===== config.mk =====
export PLATFORM = sky130hd
export DESIGN_NAME = frame_ram_writer
export DESIGN_NICKNAME = d
export VERILOG_FILES = /design/src/rtl/frame_ram_writer.sv
export SDC_FILE = /design/constraint.sdc
export NUM_CORES = 1
export LEC_CHECK = 0
export ABC_CLOCK_PERIOD_IN_PS = 4800
export BUFFER_PORTS_ARGS = -buffer_cell sky130_fd_sc_hd__buf_2
export CAP_MARGIN = 20
export CORE_MARGIN = 5
export CORE_UTILIZATION = 55
export CTS_BUF_LIST = sky130_fd_sc_hd__clkbuf_16
export CTS_CLUSTER_DIAMETER = 150
export DETAILED_ROUTE_END_ITERATION = 8
export PLACE_DENSITY = 0.83
export RECOVER_POWER = 25
export SLEW_MARGIN = 20
export SYNTH_ARGS = -nofsm -noshare
export SYNTH_HDL_FRONTEND = slang
export SYNTH_SLANG_ARGS = --single-unit

===== constraint.sdc =====
create_clock -name clk -period 4.8 [get_ports clk]
set_input_delay 1.44 -clock clk [delete_from_list [all_inputs] [get_ports clk]]
set_output_delay 1.44 -clock clk [all_outputs]
set_load 0.005 [all_outputs]

===== src/rtl/frame_ram_writer.sv =====
// ----------------------------------------------------------------------------
// frame_ram_writer
//
// Write-side controller for the WORDS x WIDTH frame RAM. It packs a camera
// stream of PIX_W-bit pixels into WIDTH-bit words (WIDTH/PIX_W lanes, first
// pixel in the LSBs) and drives the RAM write port over word addresses
// 0..WORDS-1 for one frame. A fill engine can also clear the whole RAM to one
// colour. The display side reads the RAM through its own port and is not
// touched here.
//
// Ports
//   clk          single clock, rising edge
//   rst          synchronous, active-high reset
//   enable       gates acceptance of frame_start / clear_req only
//   frame_start  one-cycle pulse marking pixel 0 of a frame
//   pix_valid    pix_data valid this cycle
//   pix_data     pixel value (RGB332)
//   clear_req    request a full-RAM fill with clear_val
//   clear_val    fill pixel, latched when clear_req is accepted
//   we, a, di    registered RAM write port
//   busy         high while capturing or clearing
//   frame_done   pulse coincident with the final capture write
//   short_frame  pulse when a frame is aborted by a new frame_start
//   overrun      sticky: pixels arrived after a completed frame
// ----------------------------------------------------------------------------
module frame_ram_writer #(
  parameter int WORDS = 4800,
  parameter int DEPTH = 13,
  parameter int WIDTH = 128,
  parameter int PIX_W = 8
) (
  input  logic             clk,
  input  logic             rst,
  input  logic             enable,
  input  logic             frame_start,
  input  logic             pix_valid,
  input  logic [PIX_W-1:0] pix_data,
  input  logic             clear_req,
  input  logic [PIX_W-1:0] clear_val,
  output logic             we,
  output logic [DEPTH-1:0] a,
  output logic [WIDTH-1:0] di,
  output logic             busy,
  output logic             frame_done,
  output logic             short_frame,
  output logic             overrun
);

  localparam int LANES = WIDTH / PIX_W;
  localparam int LW    = $clog2(LANES);

  localparam logic [DEPTH-1:0] LAST_WORD = DEPTH'(WORDS - 1);
  localparam logic [LW-1:0]    LAST_LANE = LW'(LANES - 1);

  typedef enum logic [1:0] {
    IDLE,
    CAPTURE,
    CLEAR
  } state_t;

  state_t           state_q,       state_d;
  logic [DEPTH-1:0] wcnt_q,        wcnt_d;
  logic [LW-1:0]    pixcnt_q,      pixcnt_d;
  logic [WIDTH-1:0] pack_q,        pack_d;
  logic [PIX_W-1:0] clear_val_q,   clear_val_d;
  logic             done_seen_q,   done_seen_d;
  logic             we_q,          we_d;
  logic [DEPTH-1:0] a_q,           a_d;
  logic [WIDTH-1:0] di_q,          di_d;
  logic             frame_done_q,  frame_done_d;
  logic             short_frame_q, short_frame_d;
  logic             overrun_q,     overrun_d;

  // Per-cycle pixel placement, chosen by the state logic and applied once.
  logic             take_pixel;
  logic [LW-1:0]    lane;
  logic [DEPTH-1:0] word;

  logic start_ok;
  logic clear_ok;

  assign start_ok = enable & frame_start;
  // frame_start wins a tie with clear_req.
  assign clear_ok = enable & clear_req & ~frame_start;

  always_comb begin
    // NOTE: every signal written here gets a default first; a path that
    // leaves one unassigned would infer a latch.
    state_d       = state_q;
    wcnt_d        = wcnt_q;
    pixcnt_d      = pixcnt_q;
    pack_d        = pack_q;
    clear_val_d   = clear_val_q;
    done_seen_d   = done_seen_q;
    we_d          = 1'b0;
    a_d           = a_q;
    di_d          = di_q;
    frame_done_d  = 1'b0;
    short_frame_d = 1'b0;
    overrun_d     = overrun_q;
    take_pixel    = 1'b0;
    lane          = pixcnt_q;
    word          = wcnt_q;

    unique case (state_q)
      IDLE: begin
        if (start_ok) begin
          state_d     = CAPTURE;
          overrun_d   = 1'b0;
          done_seen_d = 1'b0;
          wcnt_d      = '0;
          pixcnt_d    = '0;
          lane        = '0;
          word        = '0;
          take_pixel  = pix_valid;
        end else if (clear_ok) begin
          // The first fill write goes out in the cycle after acceptance.
          state_d     = CLEAR;
          clear_val_d = clear_val;
          wcnt_d      = '0;
          we_d        = 1'b1;
          a_d         = '0;
          di_d        = {LANES{clear_val}};
        end else if (pix_valid && done_seen_q) begin
          overrun_d = 1'b1;
        end
      end

      CAPTURE: begin
        if (frame_done_q) begin
          // The final write is on the bus; the frame is already complete, so
          // a new start is a clean restart rather than an abort.
          if (start_ok) begin
            overrun_d   = 1'b0;
            done_seen_d = 1'b0;
            wcnt_d      = '0;
            pixcnt_d    = '0;
            lane        = '0;
            word        = '0;
            take_pixel  = pix_valid;
          end else begin
            state_d = IDLE;
            if (pix_valid) begin
              overrun_d = 1'b1;
            end
          end
        end else if (start_ok) begin
          // Abort: the partial word is simply never written.
          short_frame_d = 1'b1;
          wcnt_d        = '0;
          pixcnt_d      = '0;
          lane          = '0;
          word          = '0;
          take_pixel    = pix_valid;
        end else begin
          take_pixel = pix_valid;
        end
      end

      CLEAR: begin
        // wcnt_q holds the address written in the current cycle.
        if (wcnt_q == LAST_WORD) begin
          state_d = IDLE;
        end else begin
          wcnt_d = wcnt_q + 1'b1;
          we_d   = 1'b1;
          a_d    = wcnt_q + 1'b1;
          di_d   = {LANES{clear_val_q}};
        end
      end

      default: state_d = IDLE;
    endcase

    if (take_pixel) begin
      pack_d[lane*PIX_W +: PIX_W] = pix_data;
      pixcnt_d = lane + 1'b1;
      if (lane == LAST_LANE) begin
        we_d = 1'b1;
        a_d  = word;
        di_d = pack_d;
        if (word == LAST_WORD) begin
          frame_done_d = 1'b1;
          done_seen_d  = 1'b1;
        end else begin
          wcnt_d = word + 1'b1;
        end
      end
    end
  end

  // NOTE: sequential state is updated only with non-blocking assignments so
  // every flop samples the values from before the edge.
  always_ff @(posedge clk) begin
    if (rst) begin
      state_q       <= IDLE;
      wcnt_q        <= '0;
      pixcnt_q      <= '0;
      // NOTE: the pack register is reset too, so di can never carry X even
      // though it is don't-care while we is low.
      pack_q        <= '0;
      clear_val_q   <= '0;
      done_seen_q   <= 1'b0;
      we_q          <= 1'b0;
      a_q           <= '0;
      di_q          <= '0;
      frame_done_q  <= 1'b0;
      short_frame_q <= 1'b0;
      overrun_q     <= 1'b0;
    end else begin
      state_q       <= state_d;
      wcnt_q        <= wcnt_d;
      pixcnt_q      <= pixcnt_d;
      pack_q        <= pack_d;
      clear_val_q   <= clear_val_d;
      done_seen_q   <= done_seen_d;
      we_q          <= we_d;
      a_q           <= a_d;
      di_q          <= di_d;
      frame_done_q  <= frame_done_d;
      short_frame_q <= short_frame_d;
      overrun_q     <= overrun_d;
    end
  end

  assign we          = we_q;
  assign a           = a_q;
  assign di          = di_q;
  assign busy        = (state_q != IDLE);
  assign frame_done  = frame_done_q;
  assign short_frame = short_frame_q;
  assign overrun     = overrun_q;

endmodule

Yosys cells after proc, flatten, opt, wreduce, memory -nomap -nowiden
Cells that the tools add are included.
{"block": "classes", "eq_ne": 12, "shifts": 2, "n_addsub": 4, "mux": 55, "n_bitwise": 8, "n_reduce_logical": 10}
{"op": "two-way mux 128 bit", "n": 5}
{"op": "one-hot mux 128 bit (2 select lines)", "n": 1}
{"op": "two-way mux 13 bit", "n": 13}
{"op": "bitwise mux 128 bit", "n": 1}
{"op": "variable shift 8 x 34 -> 128 bit (first input constant)", "n": 1}
{"op": "variable part select 8 x 34 -> 128 bit", "n": 1}
{"op": "one-hot mux 13 bit (3 select lines)", "n": 1}
{"op": "negator 7 -> 34 bit", "n": 1}
{"op": "adder 13 x 1 -> 13 bit (second input constant)", "n": 2}
{"op": "== test 13 bit (second input constant)", "n": 2}
{"op": "one-hot mux 13 bit (2 select lines)", "n": 1}
{"op": "two-way mux 1 bit", "n": 20}
{"op": "two-way mux 4 bit", "n": 3}
{"op": "inequality test 3 bit (second input constant)", "n": 4}
{"op": "two-way mux 2 bit", "n": 5}
{"op": "one-hot mux 1 bit (2 select lines)", "n": 4}
{"op": "inequality test 2 bit (second input constant)", "n": 3}
{"op": "one-hot mux 2 bit (3 select lines)", "n": 1}
{"op": "OR reduction 3 bit", "n": 2}
{"op": "NOT 1 bit", "n": 5}
{"op": "AND reduction 5 bit", "n": 1}
{"op": "adder 4 x 1 -> 4 bit (second input constant)", "n": 1}
{"op": "== test 4 bit (second input constant)", "n": 1}
{"op": "AND reduction 4 bit", "n": 1}
{"op": "other kinds (8)", "n": 11}
{"block": "word_totals", "input_bits": 22, "word_cells": 103, "out_inout_bits": 146, "regBits": 301}

Longest topological paths before layout
{"block": "depth", "ltp_word": 8, "ltp_mapped": 13, "depth_no_buf": 9}

Worst setup path before layout
Ideal clock, no wire load.
{"block": "synth_path", "kind": "in2reg", "startpoint": "input frame_start", "endpoint": "register di_q[60] (netlist: di[60])", "arrival_time_ns": 3.976, "path_buffers": 4, "stages": 11, "path_slack_ns": 0.697, "t_required_ns": 4.673, "path_cell_list": "nand3b_4 -> clkbuf_1 -> clkbuf_1 -> o31ai_1 -> ha_1 -> buf_2 -> inv_1 -> a2111oi_4 -> buf_6 -> mux2i_1 -> o2bb2ai_1"}
{"block": "synth_via", "elab_chain_len": 8}
{"element": "start: declaration", "line_no": "35", "source": "input logic frame_start,"}
{"element": "bitwise AND 1 bit", "line_no": "82", "source": "assign start_ok = enable & frame_start;"}
{"element": "two-way mux 4 bit", "line_no": "107, 133, 147"}
{"element": "two-way mux 4 bit"}
{"element": "negator 7 -> 34 bit", "line_no": "176", "source": "pack_d[lane*PIX_W +: PIX_W] = pix_data;"}
{"element": "variable part select 8 x 34 -> 128 bit or variable shift 8 x 34 -> 128 bit (tied branches)", "line_no": "176"}
{"element": "bitwise mux 128 bit", "line_no": "176"}
{"element": "two-way mux 128 bit", "line_no": "178", "source": "if (lane == LAST_LANE) begin"}
{"element": "two-way mux 128 bit *", "line_no": "175", "source": "if (take_pixel) begin"}
{"element": "end signal: assignment", "line_no": "219", "source": "di_q <= di_d;"}
{"element": "end: declaration", "line_no": "69", "source": "logic [WIDTH-1:0] di_q, di_d;"}
Every way passes the cells marked *; elsewhere a longest branch is shown, timed or not.
A chain may end at the register's enable or synchronous reset.

Final worst setup path
{"block": "layout_path", "startpoint": "input frame_start", "endpoint": "register wcnt_q[8]"}
{"block": "layout_via", "elab_chain_len": 8}
{"element": "branches (longest 7 deep; another with adder 13 x 1 -> 13 bit)"}
{"element": "two-way mux 13 bit *", "line_no": "175"}
{"element": "end signal: assignment", "line_no": "212", "source": "wcnt_q <= wcnt_d;"}
{"element": "end: declaration", "line_no": "62", "source": "logic [DEPTH-1:0] wcnt_q, wcnt_d;"}
Mark *: on every way between the ends.

==> metrics.cfg <==
[worst_hold_path]
hold_class=flop to flop
whs_path_depth=2

[critical_path]
r2r_slack_ns=0.98
ff2ff_path_depth=9
worstPathRequired_ns=5.28
reg2reg_to=wcnt_q[8]$_SDFF_PP0_
worstPathMaxFanout=19
crit_type=input pin to flop
endpoint_kind=flop
endpoint=wcnt_q[8]$_SDFF_PP0_
cp.arrival_ns=4.69
critPathLaunch=frame_start
r2r-start=state_q[1]$_SDFFE_PP0P_
cp-start-kind=input pin

[power_and_ir_drop]
p_sw_w=0.001295
peakVddDrop_mv=0.2619
p_sw_share_pct=24.35
p_seq_share_pct=48.5
internal_power_w=0.004025
combPwrFrac_pct=7.6
power_density_mw_per_mm2=336.4
p_leak_nw=6.564
clkPwrFrac_pct=43.9

[yosys]
synth_common_cells=301 x dfxtp_1, 190 x mux2i_1, 124 x nand2_1, 124 x nor2_1, 114 x a21oi_1
yosysTopAreaCell=dfxtp_1
yosysWarningCount=0
synth_area_mm2=0.01409
ys_seq_elements=301
async_flop_share_pct=0
synthTopCellsByArea=dfxtp_1 43%, mux2i_1 14%, a21oi_1 4.1%
ys_types=83
synthesis.nets=1546
synth_top_area_share_pct=42.77
synthCells=1517
synth_top_flop_cell=dfxtp_1
synth.most_common_cell=dfxtp_1
yosysSeqAreaShare_pct=42.77
syn_area_per_cell_um2=9.286
synth_edf_count=0

[timing]
hold_viol=0
relSlewSlack_pct=-0.9351
hold_ws_ns=0.4545
tightest_slew_ns=1.514
fin_skew_ns=0.02098
setup_viol=0
max_freq_ghz=0.2375
slew_violations=70
finalCriticalPeriod_ns=4.211
period_share_pct=87.73
rsz0062_at_grt=false
fin_setup_tns_ns=0

[outcome]
outcome=finished, violations left
failed_checks=max-capacitance violations, max-slew violations

[clocking]
root_buffer=clkbuf_16
path_clk_slew_ns=0.07
clockBufferDepth=3
cts-resized-gates=0
cts_num_sinks=301
cts_htree_levels=1
tritoncts=built
clkLatencyLatePin_ns=0.57
hold_buffers=0
cts_made_buffers=30
cts_setup_buffers=0

[place]
postPlaceCellArea_mm2=0.01496
io_buffer_count=167
gp_routability_congestion=0.8978
dpl.hpwl_um=27900
dp.cells=1915

[cells_and_area]
area_growth_pct=12.27
fin_area_mm2=0.01582
num-nets-final=1646
fin_cells=1970
layout-drive-gt1-share_pct=13.29
num_antenna_cells=0

[die]
die_w_um=170.0
rows=58
core-area_mm2=0.02518
initial_core_util_pct=55.94
num_io_pins=168
dieArea_mm2=0.02891
die_y_um=170.0

[drt]
num_vias=12150
antenna_left=0
post_drt_wl_per_cell_um=20.84
totalWireLength_um=41060
viasPerCell=6.165
drt_iter0_markers=1243
dr.pass1.iters=6
drc=0

[flow_run]
maxCapViolCount=1

[global_route]
antenna_found_initial=0
grt_pass1_wl_um=64210
grt_usage_pct=27.17
grt_max_degree=87
grt_pass1_vias=11610
grt_overflow=0

==> stage by stage <==
stage	setup slack (ns)	total power [W]	util [%]
after detailed placement	0.4310	0.003037	59.40
after floorplan	0.6972	0.002889	-
after CTS	0.9883	0.005330	63.25
final	0.5889	0.005320	62.81
after global routing	0.3675	0.005469	62.81
after global placement	0.5533	0.003028	59.40
==> cells by family after synthesis <==
group | synth area share [%]
buffers and inverters | 5.311
AO/OA/AOI/OAI | 18.69
flip-flops | 42.77
adder cells (fa/ha/maj) | 0.6217
XOR/XNOR | 0.9326
multiplexers | 13.50
AND/OR/NAND/NOR | 18.17
==> final cells by class <==
type | count | area [um^2]
fillers | 2064 | 9365
multi-input cells | 1070 | 7331
flip-flops and latches | 301 | 6026
repair buffers | 203 | 1036
clock buffers | 30 | 750.7
well taps | 330 | 412.9
clock inverters | 25 | 219.0
inverters | 11 | 41.29
==> worst min path at each step <==
stage | start | to | slack [ns]
CTS | done_seen_q$_SDFF_PP0_ | done_seen_q$_SDFF_PP0_ | 0.45
finish | pack_q[53]$_SDFFE_PP0P_ | pack_q[53]$_SDFFE_PP0P_ | 0.45
floorplan | done_seen_q$_SDFF_PP0_ | done_seen_q$_SDFF_PP0_ | 0.42
detailed placement | done_seen_q$_SDFF_PP0_ | done_seen_q$_SDFF_PP0_ | 0.44
global route | pack_q[120]$_SDFFE_PP0P_ | pack_q[120]$_SDFFE_PP0P_ | 0.47
global placement | done_seen_q$_SDFF_PP0_ | done_seen_q$_SDFF_PP0_ | 0.43
==> power by group through the flow <==
stage          clock [W]  combinational, W  sequential [W]
6_report         0.00233          0.000406         0.00258
5_1_grt          0.00245          0.000436         0.00258
4_1_cts          0.00234          0.000407         0.00258
3_5_place_dp           0          0.000404         0.00263
3_3_place_gp           0          0.000396         0.00263
2_1_floorplan          0          0.000262         0.00263
==> worst max-delay path, cell delays in order <==
cell and delay, ns:
buf_2 0.14, nand3b_1 0.42, clkbuf_1 0.75, and2_1 0.23, ha_1 0.22, nand4bb_1 0.11, or4_1 0.43, and3_1 0.35
or3b_1 0.43, a31oi_1 0.16
==> sequential cells by signal, summed over array words and instances (netlist names) <==
register / flops
a: 13
pixcnt_q: 4
frame_done: 1
pack_q: 128
short_frame: 1
overrun: 1
di: 128
wcnt_q: 13
state_q: 2
we: 1
done_seen_q: 1
clear_val_q: 8
==> cells in the final DEF (no fill, tap or decap), drive strengths merged, types with 5 or more instances in the layout <==
master / count
nand3: 76
a21oi: 121
nor2b: 5
a221oi: 6
nor3: 14
o2bb2ai: 65
ha: 7
a211oi: 9
a2111oi: 7
a22oi: 8
nor2: 127
nand2: 125
dfxtp: 301
and2: 30
o21ai: 34
and3: 11
nand2b: 69
inv: 20
clkinv: 11
nor4: 9
o22ai: 66
a22o: 8
xnor2: 12
nand3b: 6
buf: 128
clkbuf: 105
mux2i: 190
==> per-layer routing <==
metal / global-route usage, % / share of wire, % / vias to the layer above
met5: 0 / 0 / -
met4: 8.715 / 3.1 / 0
met3: 3.600 / 7.6 / 83
met2: 43.64 / 46 / 612
met1: 38.13 / 44 / 5830
li1: - / - / 5620
Power figures use the tool's default switching activity.
